`config.mk`:
```
export PLATFORM = sky130hd
export DESIGN_NAME = secventiator_cursa_flat
export DESIGN_NICKNAME = d
export VERILOG_FILES = /design/src/rtl/secventiator_cursa_if.sv /design/src/rtl/secventiator_cursa.sv /design/src/flat_wrapper.sv
export SDC_FILE = /design/constraint.sdc
export NUM_CORES = 1
export LEC_CHECK = 0
export BUFFER_PORTS_ARGS = -buffer_cell sky130_fd_sc_hd__buf_2
export CORE_UTILIZATION = 25
export CTS_BUF_LIST = sky130_fd_sc_hd__clkbuf_4
export DETAILED_ROUTE_END_ITERATION = 8
export PLACE_DENSITY = 0.4
export RECOVER_POWER = 50
export SETUP_SLACK_MARGIN = 0.5
export SKIP_CTS_REPAIR_TIMING = 1
export SYNTH_ARGS = -nofsm -noshare
export SYNTH_HDL_FRONTEND = slang
export SYNTH_SLANG_ARGS = --single-unit
```
`constraint.sdc`:
```
create_clock -name clk -period 3.6 [get_ports clk]
set_input_delay 0 -clock clk [delete_from_list [all_inputs] [get_ports clk]]
set_output_delay 0 -clock clk [all_outputs]
set_load 0.1 [all_outputs]
```
`src/rtl/secventiator_cursa_if.sv`:
```
// Operator, sensor and driver-gating signals of the race sequencer.
// master drives commands and sensors, slave is the sequencer.
interface secventiator_cursa_if;
    logic        start;
    logic [1:0]  circuit;
    logic        senzor_1;
    logic        senzor_3;
    logic        senzor_5;
    logic        motor_en;
    logic [11:0] factor_dc_max;
    logic [7:0]  count_ture;
    logic        stop;
    logic        cursa_gata;
    logic        eroare_linie;

    modport master (
        output start, circuit, senzor_1, senzor_3, senzor_5,
        input  motor_en, factor_dc_max, count_ture,
        input  stop, cursa_gata, eroare_linie
    );

    modport slave (
        input  start, circuit, senzor_1, senzor_3, senzor_5,
        output motor_en, factor_dc_max, count_ture,
        output stop, cursa_gata, eroare_linie
    );
endinterface

```
`src/rtl/secventiator_cursa.sv`:
```
// Race sequencer: arm/start, duty soft-start, lap counting, brake, line-loss abort.
// Define FRANA_PROGRESIVA_EN for a ramped-down brake instead of a timed hard stop.
module secventiator_cursa #(
    parameter int          DEBOUNCE_CYC = 50000,
    parameter int          RAMP_DIV     = 1000,
    parameter logic [11:0] RAMP_STEP    = 12'h010,
    parameter logic [11:0] DC_MAX       = 12'h999,
    parameter int          LOST_TIMEOUT = 5000000,
    parameter int          BRAKE_CYC    = 25000,
    parameter int          LAPS_C2      = 10
) (
    input logic                 clk,
    input logic                 rst,
    secventiator_cursa_if.slave bus
);
    localparam int DW = $clog2(DEBOUNCE_CYC + 1);
    localparam int VW = $clog2(RAMP_DIV + 1);
    localparam int LW = $clog2(LOST_TIMEOUT + 1);
    localparam int BW = $clog2(BRAKE_CYC + 1);

    typedef enum logic [2:0] {
        IDLE, RAMP, RUN, BRAKE, DONE, LOST
    } state_t;

    state_t          state, state_n;
    logic [11:0]     duty, duty_n;
    logic [VW-1:0]   div_cnt, div_n;
    logic [LW-1:0]   lost_cnt, lost_n;
    logic [BW-1:0]   brk_cnt, brk_n;
    logic [7:0]      cnt, cnt_n;
    logic            gata, gata_n;
    logic            err, err_n;
    logic            motor_q, stop_q;
    logic            run_n, motor_n;
    logic            start_q, start_rise;
    logic [DW-1:0]   deb_cnt;
    logic            mvalid, lap_evt, mark;
    logic            div_last, lap_end;
    logic [12:0]     up_sum;
    logic [11:0]     up_val;

    assign mark       = bus.senzor_1 & bus.senzor_5;
    assign start_rise = bus.start & ~start_q;
    assign div_last   = (div_cnt == VW'(RAMP_DIV - 1));
    assign up_sum     = {1'b0, duty} + {1'b0, RAMP_STEP};
    assign up_val     = (up_sum >= {1'b0, DC_MAX}) ? DC_MAX : up_sum[11:0];

`ifdef FRANA_PROGRESIVA_EN
    logic [11:0] dn_val;
    assign dn_val  = (duty > RAMP_STEP) ? duty - RAMP_STEP : 12'h000;
    assign motor_n = run_n | (state_n == BRAKE);
`else
    assign motor_n = run_n;
`endif
    assign run_n = (state_n == RAMP) | (state_n == RUN);

    always_comb begin
        state_n = state;
        duty_n  = duty;
        div_n   = div_cnt;
        lost_n  = '0;
        brk_n   = '0;
        cnt_n   = cnt;
        gata_n  = gata;
        err_n   = err;
        lap_end = 1'b0;
        if (bus.circuit == 2'b00) begin
            state_n = IDLE;
            cnt_n   = '0;
            duty_n  = '0;
            div_n   = '0;
        end else begin
            unique case (state)
                IDLE: begin
                    duty_n = '0;
                    div_n  = '0;
                    if (start_rise) begin
                        state_n = RAMP;
                        cnt_n   = '0;
                        gata_n  = 1'b0;
                        err_n   = 1'b0;
                    end
                end
                RAMP, RUN: begin
                    lost_n = bus.senzor_3 ? '0 : lost_cnt + LW'(1);
                    if (state == RAMP) begin
                        div_n = div_last ? '0 : div_cnt + VW'(1);
                        if (div_last) begin
                            duty_n = up_val;
                            if (up_val == DC_MAX) state_n = RUN;
                        end
                    end
                    if (lap_evt) begin
                        cnt_n = (cnt == 8'hFF) ? cnt : cnt + 8'd1;
                        lap_end = ((bus.circuit == 2'b01) && (cnt_n == 8'd1)) ||
                                  ((bus.circuit == 2'b10) && (cnt_n == 8'(LAPS_C2)));
                    end
                    // a lap that ends the run outranks a simultaneous line loss
                    if (lap_end) begin
                        state_n = BRAKE;
                        div_n   = '0;
                        lost_n  = '0;
`ifdef FRANA_PROGRESIVA_EN
                        duty_n  = duty;
`else
                        duty_n  = '0;
`endif
                    end else if (!bus.senzor_3 &&
                                 lost_cnt == LW'(LOST_TIMEOUT - 1)) begin
                        state_n = LOST;
                        duty_n  = '0;
                        lost_n  = '0;
                        err_n   = 1'b1;
                    end
                end
                BRAKE: begin
`ifdef FRANA_PROGRESIVA_EN
                    if (duty == '0) begin
                        state_n = DONE;
                        gata_n  = 1'b1;
                    end else begin
                        div_n = div_last ? '0 : div_cnt + VW'(1);
                        if (div_last) duty_n = dn_val;
                    end
`else
                    duty_n = '0;
                    brk_n  = brk_cnt + BW'(1);
                    if (brk_cnt == BW'(BRAKE_CYC - 1)) begin
                        state_n = DONE;
                        gata_n  = 1'b1;
                        brk_n   = '0;
                    end
`endif
                end
                DONE, LOST: begin
                    duty_n = '0;
                    if (start_rise) state_n = IDLE;
                end
                default: state_n = IDLE;
            endcase
        end
    end

    always_ff @(posedge clk) begin
        if (rst) begin
            state    <= IDLE;
            duty     <= '0;
            div_cnt  <= '0;
            lost_cnt <= '0;
            brk_cnt  <= '0;
            cnt      <= '0;
            gata     <= 1'b0;
            err      <= 1'b0;
            motor_q  <= 1'b0;
            stop_q   <= 1'b1;
            start_q  <= 1'b0;
        end else begin
            state    <= state_n;
            duty     <= duty_n;
            div_cnt  <= div_n;
            lost_cnt <= lost_n;
            brk_cnt  <= brk_n;
            cnt      <= cnt_n;
            gata     <= gata_n;
            err      <= err_n;
            motor_q  <= motor_n;
            stop_q   <= ~run_n;
            start_q  <= bus.start;
        end
    end

    // marker filter: count consecutive samples that disagree with mvalid
    always_ff @(posedge clk) begin
        if (rst) begin
            deb_cnt <= '0;
            mvalid  <= 1'b0;
            lap_evt <= 1'b0;
        end else begin
            lap_evt <= 1'b0;
            if (mark != mvalid) begin
                if (deb_cnt == DW'(DEBOUNCE_CYC - 1)) begin
                    mvalid  <= mark;
                    deb_cnt <= '0;
                    lap_evt <= mark;
                end else begin
                    deb_cnt <= deb_cnt + DW'(1);
                end
            end else begin
                deb_cnt <= '0;
            end
        end
    end

    assign bus.motor_en      = motor_q;
    assign bus.stop          = stop_q;
    assign bus.factor_dc_max = duty;
    assign bus.count_ture    = cnt;
    assign bus.cursa_gata    = gata;
    assign bus.eroare_linie  = err;
endmodule

```
`src/flat_wrapper.sv`:
```
// flat-port wrapper written by rule: the top's interface ports become plain ports
module secventiator_cursa_flat 
#(
    parameter int          DEBOUNCE_CYC = 50000,
    parameter int          RAMP_DIV     = 1000,
    parameter logic [11:0] RAMP_STEP    = 12'h010,
    parameter logic [11:0] DC_MAX       = 12'h999,
    parameter int          LOST_TIMEOUT = 5000000,
    parameter int          BRAKE_CYC    = 25000,
    parameter int          LAPS_C2      = 10
)
  (clk, rst, bus_start, bus_circuit, bus_senzor_1, bus_senzor_3, bus_senzor_5, bus_motor_en, bus_factor_dc_max, bus_count_ture, bus_stop, bus_cursa_gata, bus_eroare_linie);
  secventiator_cursa_if bus_i ();
  input logic clk;
  input logic rst;
  input wire logic [$bits(bus_i.start)-1:0] bus_start;
  input wire logic [$bits(bus_i.circuit)-1:0] bus_circuit;
  input wire logic [$bits(bus_i.senzor_1)-1:0] bus_senzor_1;
  input wire logic [$bits(bus_i.senzor_3)-1:0] bus_senzor_3;
  input wire logic [$bits(bus_i.senzor_5)-1:0] bus_senzor_5;
  output wire logic [$bits(bus_i.motor_en)-1:0] bus_motor_en;
  output wire logic [$bits(bus_i.factor_dc_max)-1:0] bus_factor_dc_max;
  output wire logic [$bits(bus_i.count_ture)-1:0] bus_count_ture;
  output wire logic [$bits(bus_i.stop)-1:0] bus_stop;
  output wire logic [$bits(bus_i.cursa_gata)-1:0] bus_cursa_gata;
  output wire logic [$bits(bus_i.eroare_linie)-1:0] bus_eroare_linie;
  assign bus_i.start = bus_start;
  assign bus_i.circuit = bus_circuit;
  assign bus_i.senzor_1 = bus_senzor_1;
  assign bus_i.senzor_3 = bus_senzor_3;
  assign bus_i.senzor_5 = bus_senzor_5;
  assign bus_motor_en = bus_i.motor_en;
  assign bus_factor_dc_max = bus_i.factor_dc_max;
  assign bus_count_ture = bus_i.count_ture;
  assign bus_stop = bus_i.stop;
  assign bus_cursa_gata = bus_i.cursa_gata;
  assign bus_eroare_linie = bus_i.eroare_linie;
  secventiator_cursa #(.DEBOUNCE_CYC(DEBOUNCE_CYC), .RAMP_DIV(RAMP_DIV), .RAMP_STEP(RAMP_STEP), .DC_MAX(DC_MAX), .LOST_TIMEOUT(LOST_TIMEOUT), .BRAKE_CYC(BRAKE_CYC), .LAPS_C2(LAPS_C2)) u_core (.clk(clk), .rst(rst), .bus(bus_i));
endmodule
```
Yosys cells after proc, flatten, opt, wreduce, memory -nomap -nowiden --
Index checks and enable logic that the tools add are counted.
Operators by class: add/sub/neg operators 6, $lt $le $gt $ge 1, equality and inequality tests 26, muxes and demuxes 33, bitwise logic cells 10, reduce and logical (&&, ||, !) cells 24
Operator list (count):
- two-way mux 12 bit | 5
- two-way mux 10 bit | 3
- two-way mux 3 bit | 9
- two-way mux 8 bit | 3
- case mux 12 bit (2 select lines) | 1
- adder 23 x 1 -> 23 bit, second input constant | 1
- equality test 23 bit, second input constant | 1
- case mux 10 bit (2 select lines) | 1
- adder 16 x 1 -> 16 bit, second input constant | 1
- equality test 16 bit, second input constant | 1
- case mux 8 bit (2 select lines) | 1
- adder 15 x 1 -> 15 bit, second input constant | 1
- equality test 15 bit, second input constant | 1
- adder 12 x 5 -> 13 bit, second input constant | 1
- >= comparator 13 x 12 -> 1 bit, second input constant | 1
- equality test 12 bit, second input constant | 1
- case mux 3 bit (4 select lines) | 1
- adder 10 x 1 -> 10 bit, second input constant | 1
- equality test 10 bit, second input constant | 1
- equality test 3 x 2 -> 1 bit, second input constant | 3
- adder 8 x 1 -> 8 bit, second input constant | 1
- equality test 8 x 1 -> 1 bit, second input constant | 1
- equality test 8 x 4 -> 1 bit, second input constant | 1
- equality test 8 bit, second input constant | 1
- other kinds (28) | 58
Word-level totals: flip-flop bits (word level) 94, input port bits 8, word-level logic and storage cells 114

Depth between registers and ports, before layout --
depth in word-level cells 14, gate-level depth with buffers 10

Worst setup path after synthesis --
OpenSTA, ideal clock, no wires.
kind reg2reg, start point reg u_core.cnt[1], in the netlist u_core.bus.count_ture[1], end point reg u_core.duty[9], in the netlist u_core.bus.factor_dc_max[9], library setup time 0.073 ns, arrival 3.267 ns, data required time 3.527 ns, setup slack 0.260 ns, cell stages (with the launch flop) 10, period minus slack after synthesis 3.340 ns, cells stage by stage dfxtp_1 -> ha_1 -> and4_1 -> nand4b_1 -> a211oi_1 -> o2111a_2 -> o31ai_2 -> or2_4 -> or4_1 -> a21oi_1
Between the ends: longest elaborated chain between the ends 10, elaborated cells between the ends (all ways) 16, classes of those cells 1 x add/sub; 5 x eq/ne; 6 x mux; 4 x reduce/logical
Ends and longest elaborated chain:
- start: declaration | RTL line secventiator_cursa.sv:30 | logic [7:0] cnt, cnt_n;
- start signal: assignment | RTL line secventiator_cursa.sv:163 | cnt <= cnt_n;
- adder 8 x 1 -> 8 bit or equality test 8 bit (tied branches) | RTL line secventiator_cursa.sv:94 | cnt_n = (cnt == 8'hFF) ? cnt : cnt + 8'd1;
- two-way mux 8 bit (*) | RTL line secventiator_cursa.sv:94
- equality test 8 x 1 -> 1 bit or equality test 8 x 4 -> 1 bit (tied branches) | RTL line secventiator_cursa.sv:95, secventiator_cursa.sv:96
- logical AND 1 bit, on equally long branches | RTL line secventiator_cursa.sv:95, secventiator_cursa.sv:96
- logical OR 1 bit (*) | RTL line secventiator_cursa.sv:95 | lap_end = ((bus.circuit == 2'b01) && (cnt_n == 8'd1)) ||
- two-way mux 1 bit (*) | RTL line secventiator_cursa.sv:93 | if (lap_evt) begin
- two-way mux 1 bit (*) | RTL line secventiator_cursa.sv:73 | unique case (state)
- two-way mux 1 bit (*) | RTL line secventiator_cursa.sv:67 | if (bus.circuit == 2'b00) begin
- != test 4 x 1 -> 1 bit (no source line) or two-way mux 12 bit (tied branches)
- AND reduction 3 bit (no source line) or case mux 12 bit (2 select lines) (tied branches)
- end signal: assignment | RTL line secventiator_cursa.sv:159 | duty <= duty_n;
- end: declaration | RTL line secventiator_cursa.sv:26 | logic [11:0] duty, duty_n;
Every way passes the cells marked *; elsewhere a longest branch is shown, timed or not. The select of a mux whose other input is x is not followed. A chain may end at the register's enable or synchronous reset.

Final worst setup path --
start point reg u_core.cnt[0], in the netlist u_core.bus.count_ture[0], end point reg u_core.duty[9], in the netlist u_core.bus.factor_dc_max[9]
The elaborated chain is that of the path after synthesis.

==> impl.org <==
** Cells and area
- In the final layout, the share of cells above drive strength 1 is 0.0804.
- Post-synthesis to final-layout area growth :: 11.7%
- Number of inserted diodes :: 0
- Leading cell types in the layout, fill and taps excluded :: nor2_1 (98), dfxtp_1 (88), nand2_1 (54)
- Finished Layout Cells :: 826
- Post-layout net count :: 609
- With fillers left out, the area of the finished cells amounts to 5190 sq um.
- Most common library cell in the layout ignoring fill and taps :: nor2_1
- Post-route core utilization :: 0.287

** Synth
- For this run, the number of Yosys warnings is 0.
- The synthesized design spends more area on one cell type than any other, namely dfxtp_1.
- Synthesis produced a netlist whose cell count is 564.
- Synth top area cells :: dfxtp_1 (41%), nor2_1 (8.0%), xor2_1 (6.2%)
- Flip-flop and latch count after synthesis :: 94
- The share of synthesized area in the top cell type comes to 0.405.
- Netlist Area Pre-Place :: 4650 sq um
- Primary FF master, synth :: dfxtp_1
- In this run, distinct cell masters in the synthesized netlist total 60.
- Averaged over all synthesized cells, the footprint is 8.24 sq um.
- Fraction of the yosys area taken by sequential cells :: 0.405
- Of all flip-flops after synthesis, the portion carrying an async set or reset was 0.
- The number of nets in the synthesized netlist is 579.
- Counting flops with a built-in enable in the synthesized netlist gives 0.

** Route
- Detailed-route vias per instance :: 4.81
- The detailed router finished its first iteration with 175 violations.
- After detailed routing, the total wire length is 10600 um.
- After detailed routing, the number of remaining DRC violations is 2.
- After detailed routing, the average wire length per cell comes to 12.9 um.
- Across all layers, the routed design uses 3976 vias.
- The first TritonRoute pass finished after 6 iterations.
- In this run the remaining antenna-violating nets after routing total 0.

** Timing
- The worst pin sits at a relative slew slack of 0.201.
- Worst path setup slack after routing :: 711 ps
- Based on the critical path, the design can be clocked at up to 346 MHz.
- Final count of negative-setup-slack endpoints :: 0
- Crit share post-route :: 0.803
- Setup TNS Final :: 0 ps
- The final number of hold-violating endpoints was 0.
- The max-slew violation total from the final report was 0.
- Unrepaired setup endpoints after global routing :: yes
- Final worst clock skew :: 11.2 ps
- Shortest period the worst path allows :: 2890 ps
- Slew at the pin with the worst max-slew slack :: 1200 ps
- Across all hold checks on the routed design, the worst slack comes to 45.6 ps.

** Setup path
- Destination of the worst register-to-register timing path :: u_core.bus.factor_dc_max[9]$_SDFFE_PP0P_
- Data arrival at the endpoint of the critical path :: 3280 ps
- On the critical path, the stage with the largest delay is an instance of dfxtp_2.
- Type of the worst setup path :: flop to flop
- R2r startpoint :: u_core.bus.count_ture[0]$_SDFFE_PP0P_
- Top fanout value on the critical path :: 11
- The setup check on the worst reg-to-reg path leaves a slack of 710 ps.
- Launching element type of the critical path :: flop
- Crit. End Element :: flop
- Critical path, cell by cell :: ha_1 -> and4_1 -> nand4b_1 -> a211oi_1 -> o2111a_2 -> o31ai_2 -> or2_4 -> or4_1 -> a21oi_1
- Worst setup path startpoint :: u_core.bus.count_ture[0]$_SDFFE_PP0P_
- Last element of the critical path :: u_core.bus.factor_dc_max[9]$_SDFFE_PP0P_
- On the worst path, the slowest cell contributes a delay of 460 ps.
- STA puts the critical path data required time at 3990 ps.
- R2R cell count :: 9

** GRT
- Entering global routing, the biggest net connects 24 pins.
- Across every metal layer, demand over resource in global routing totals 0.115.
- The first global-routing pass estimated 18100 um of wire.
- Antenna violations before repair :: 0
- GRT Residual Overflow :: 0
- Vias in the first global route :: 3764

** CTS
- CTS Root Buffer Type :: clkbuf_4
- Total clock sinks :: 94
- In this run, CTS created clock tree buffers numbering 9.
- In this run the number of H-tree levels came out at 3.
- No sink is reached through more buffers than the 2 on the longest clock path.
- Clock-pin slew was measured on the worst setup and hold paths at 140 ps.
- Clk Latency, worst-skew pair :: 450 ps
- TritonCTS built the clock tree.

** Outcome
- The final reports fail on DRC.
- Outcome :: finished, violations left

** Die
- The floorplan step set the die width to 138 um.
- Starting utilization of the core area :: 0.257
- Core footprint :: 18100 sq um
- Number of top-level pins :: 32
- The die covers 19100 sq um.
- Floorplan die height :: 138 um
- The floorplan has 49 rows.

** Power and ir drop
- In this run the power spent charging and discharging nets is 0.427 mW.
- The internal portion of the total power is 1.28 mW.
- Switching share of power :: 0.250
- Combinational share of power :: 0.061
- Across the VDD grid, the largest voltage drop is 0.000157 V.
- The share of total power dissipated in sequential elements is 0.618.
- Of the total power, the clock network draws 0.321.
- Power after layout :: 1.71 mW
- Power per unit of standard cell area :: 329 nW/um^2
- Summed over all cells, the static leakage comes to 1.63 nW.

** Place
- Final Wtd Congestion :: 0.795
- Post-Place Setup Slack :: 442 ps
- The placed instances occupy a cell area of 5020 sq um.
- Number of instances in the placed design :: 805
- Detailed placement finished with a half-perimeter wire length of 7690 um.
- Total of buffers placed on input and output ports :: 31

** Job
- The tool flagged a number of max-cap violations equal to 0.

** Hold path
- Hold WC Path Type :: input pin to flop
-- cell usage after synthesis, types with 6 or more instances --
master and instances:
a211oi_1 10, a21oi_1 29, and2_1 6, and3_1 14
clkbuf_1 14, dfxtp_1 94, ha_1 7, inv_1 10
nand2_1 54, nand2b_1 6, nand3_1 23, nand4_1 15
nand4b_1 6, nor2_1 99, nor3_1 14, o21ai_0 15
or3_1 8, xnor2_1 22, xor2_1 33
-- worst max-delay path: cells and delay by family (launching register included) --
| kind | cells | cell delay [ps] |
|---|---|---|
| adder cells (fa/ha/maj) | 1 | 300 |
| AND/OR/NAND/NOR | 4 | 1150 |
| AO/OA/AOI/OAI | 4 | 910 |
| flip-flops | 1 | 460 |
-- kinds of logic (layout without fill, tap and decap cells) --
group | after synthesis | count (layout) | share of synthesized area
mux | 2 | 2 | 0.00431
simple gates | 285 | 285 | 0.312
xor+xnor | 55 | 55 | 0.104
buf+inv | 31 | 64 | 0.0277
compound gates | 90 | 90 | 0.128
flops | 94 | 94 | 0.405
fa+ha+maj | 7 | 7 | 0.0189
-- routing by layer --
layer | vias to the layer above | track usage | routed length (um)
met5 | - | 0 | 0
met4 | 0 | 0.0349 | 113
met3 | 10 | 0.0326 | 418
met2 | 53 | 0.188 | 4870
met1 | 1860 | 0.147 | 5240
li1 | 2053 | - | -
-- sequential cells by signal, indices dropped and copies added (netlist names) --
register,cells
u_core.lost_cnt,23
u_core.deb_cnt,16
u_core.brk_cnt,15
u_core.bus.factor_dc_max,12
u_core.div_cnt,10
u_core.bus.count_ture,8
u_core.state,3
u_core.bus.cursa_gata,1
u_core.bus.eroare_linie,1
u_core.bus.motor_en,1
u_core.bus.stop,1
u_core.lap_evt,1
u_core.mvalid,1
u_core.start_q,1
-- power groups by stage --
stage / clock [mW] / combinational (mW) / sequential [mW]
floorplan: 0 / 0.0545 / 1.10
global placement: 0 / 0.100 / 1.08
detailed placement: 0 / 0.0991 / 1.08
CTS: 0.594 / 0.0994 / 1.05
global route: 0.624 / 0.114 / 1.06
finish: 0.547 / 0.104 / 1.05
-- cell type report --
cell class | count | area, sq um
Fill cell | 1967 | 12900
Timing Repair Buffer | 40 | 204
Sequential cell | 94 | 1890
Multi-Input combinational cell | 439 | 2660
Clock buffer | 9 | 67.6
Clock inverter | 5 | 51.3
Inverter | 10 | 37.5
Tap cell | 229 | 287
-- how the worst min path moves through the flow --
stage / startpoint / to / slack, ps / cells after the start
finish: bus_senzor_3 / u_core.lost_cnt[1]$_SDFF_PP0_ / 50 / 3
global route: bus_senzor_3 / u_core.lost_cnt[20]$_SDFF_PP0_ / 30 / 3
detailed placement: bus_start / u_core.start_q$_SDFF_PP0_ / 240 / 2
CTS: bus_start / u_core.start_q$_SDFF_PP0_ / -280 / 2
floorplan: bus_start / u_core.start_q$_SDFF_PP0_ / 130 / 1
global placement: bus_start / u_core.start_q$_SDFF_PP0_ / 240 / 2
No activity file was read; power rests on OpenSTA's default activity.
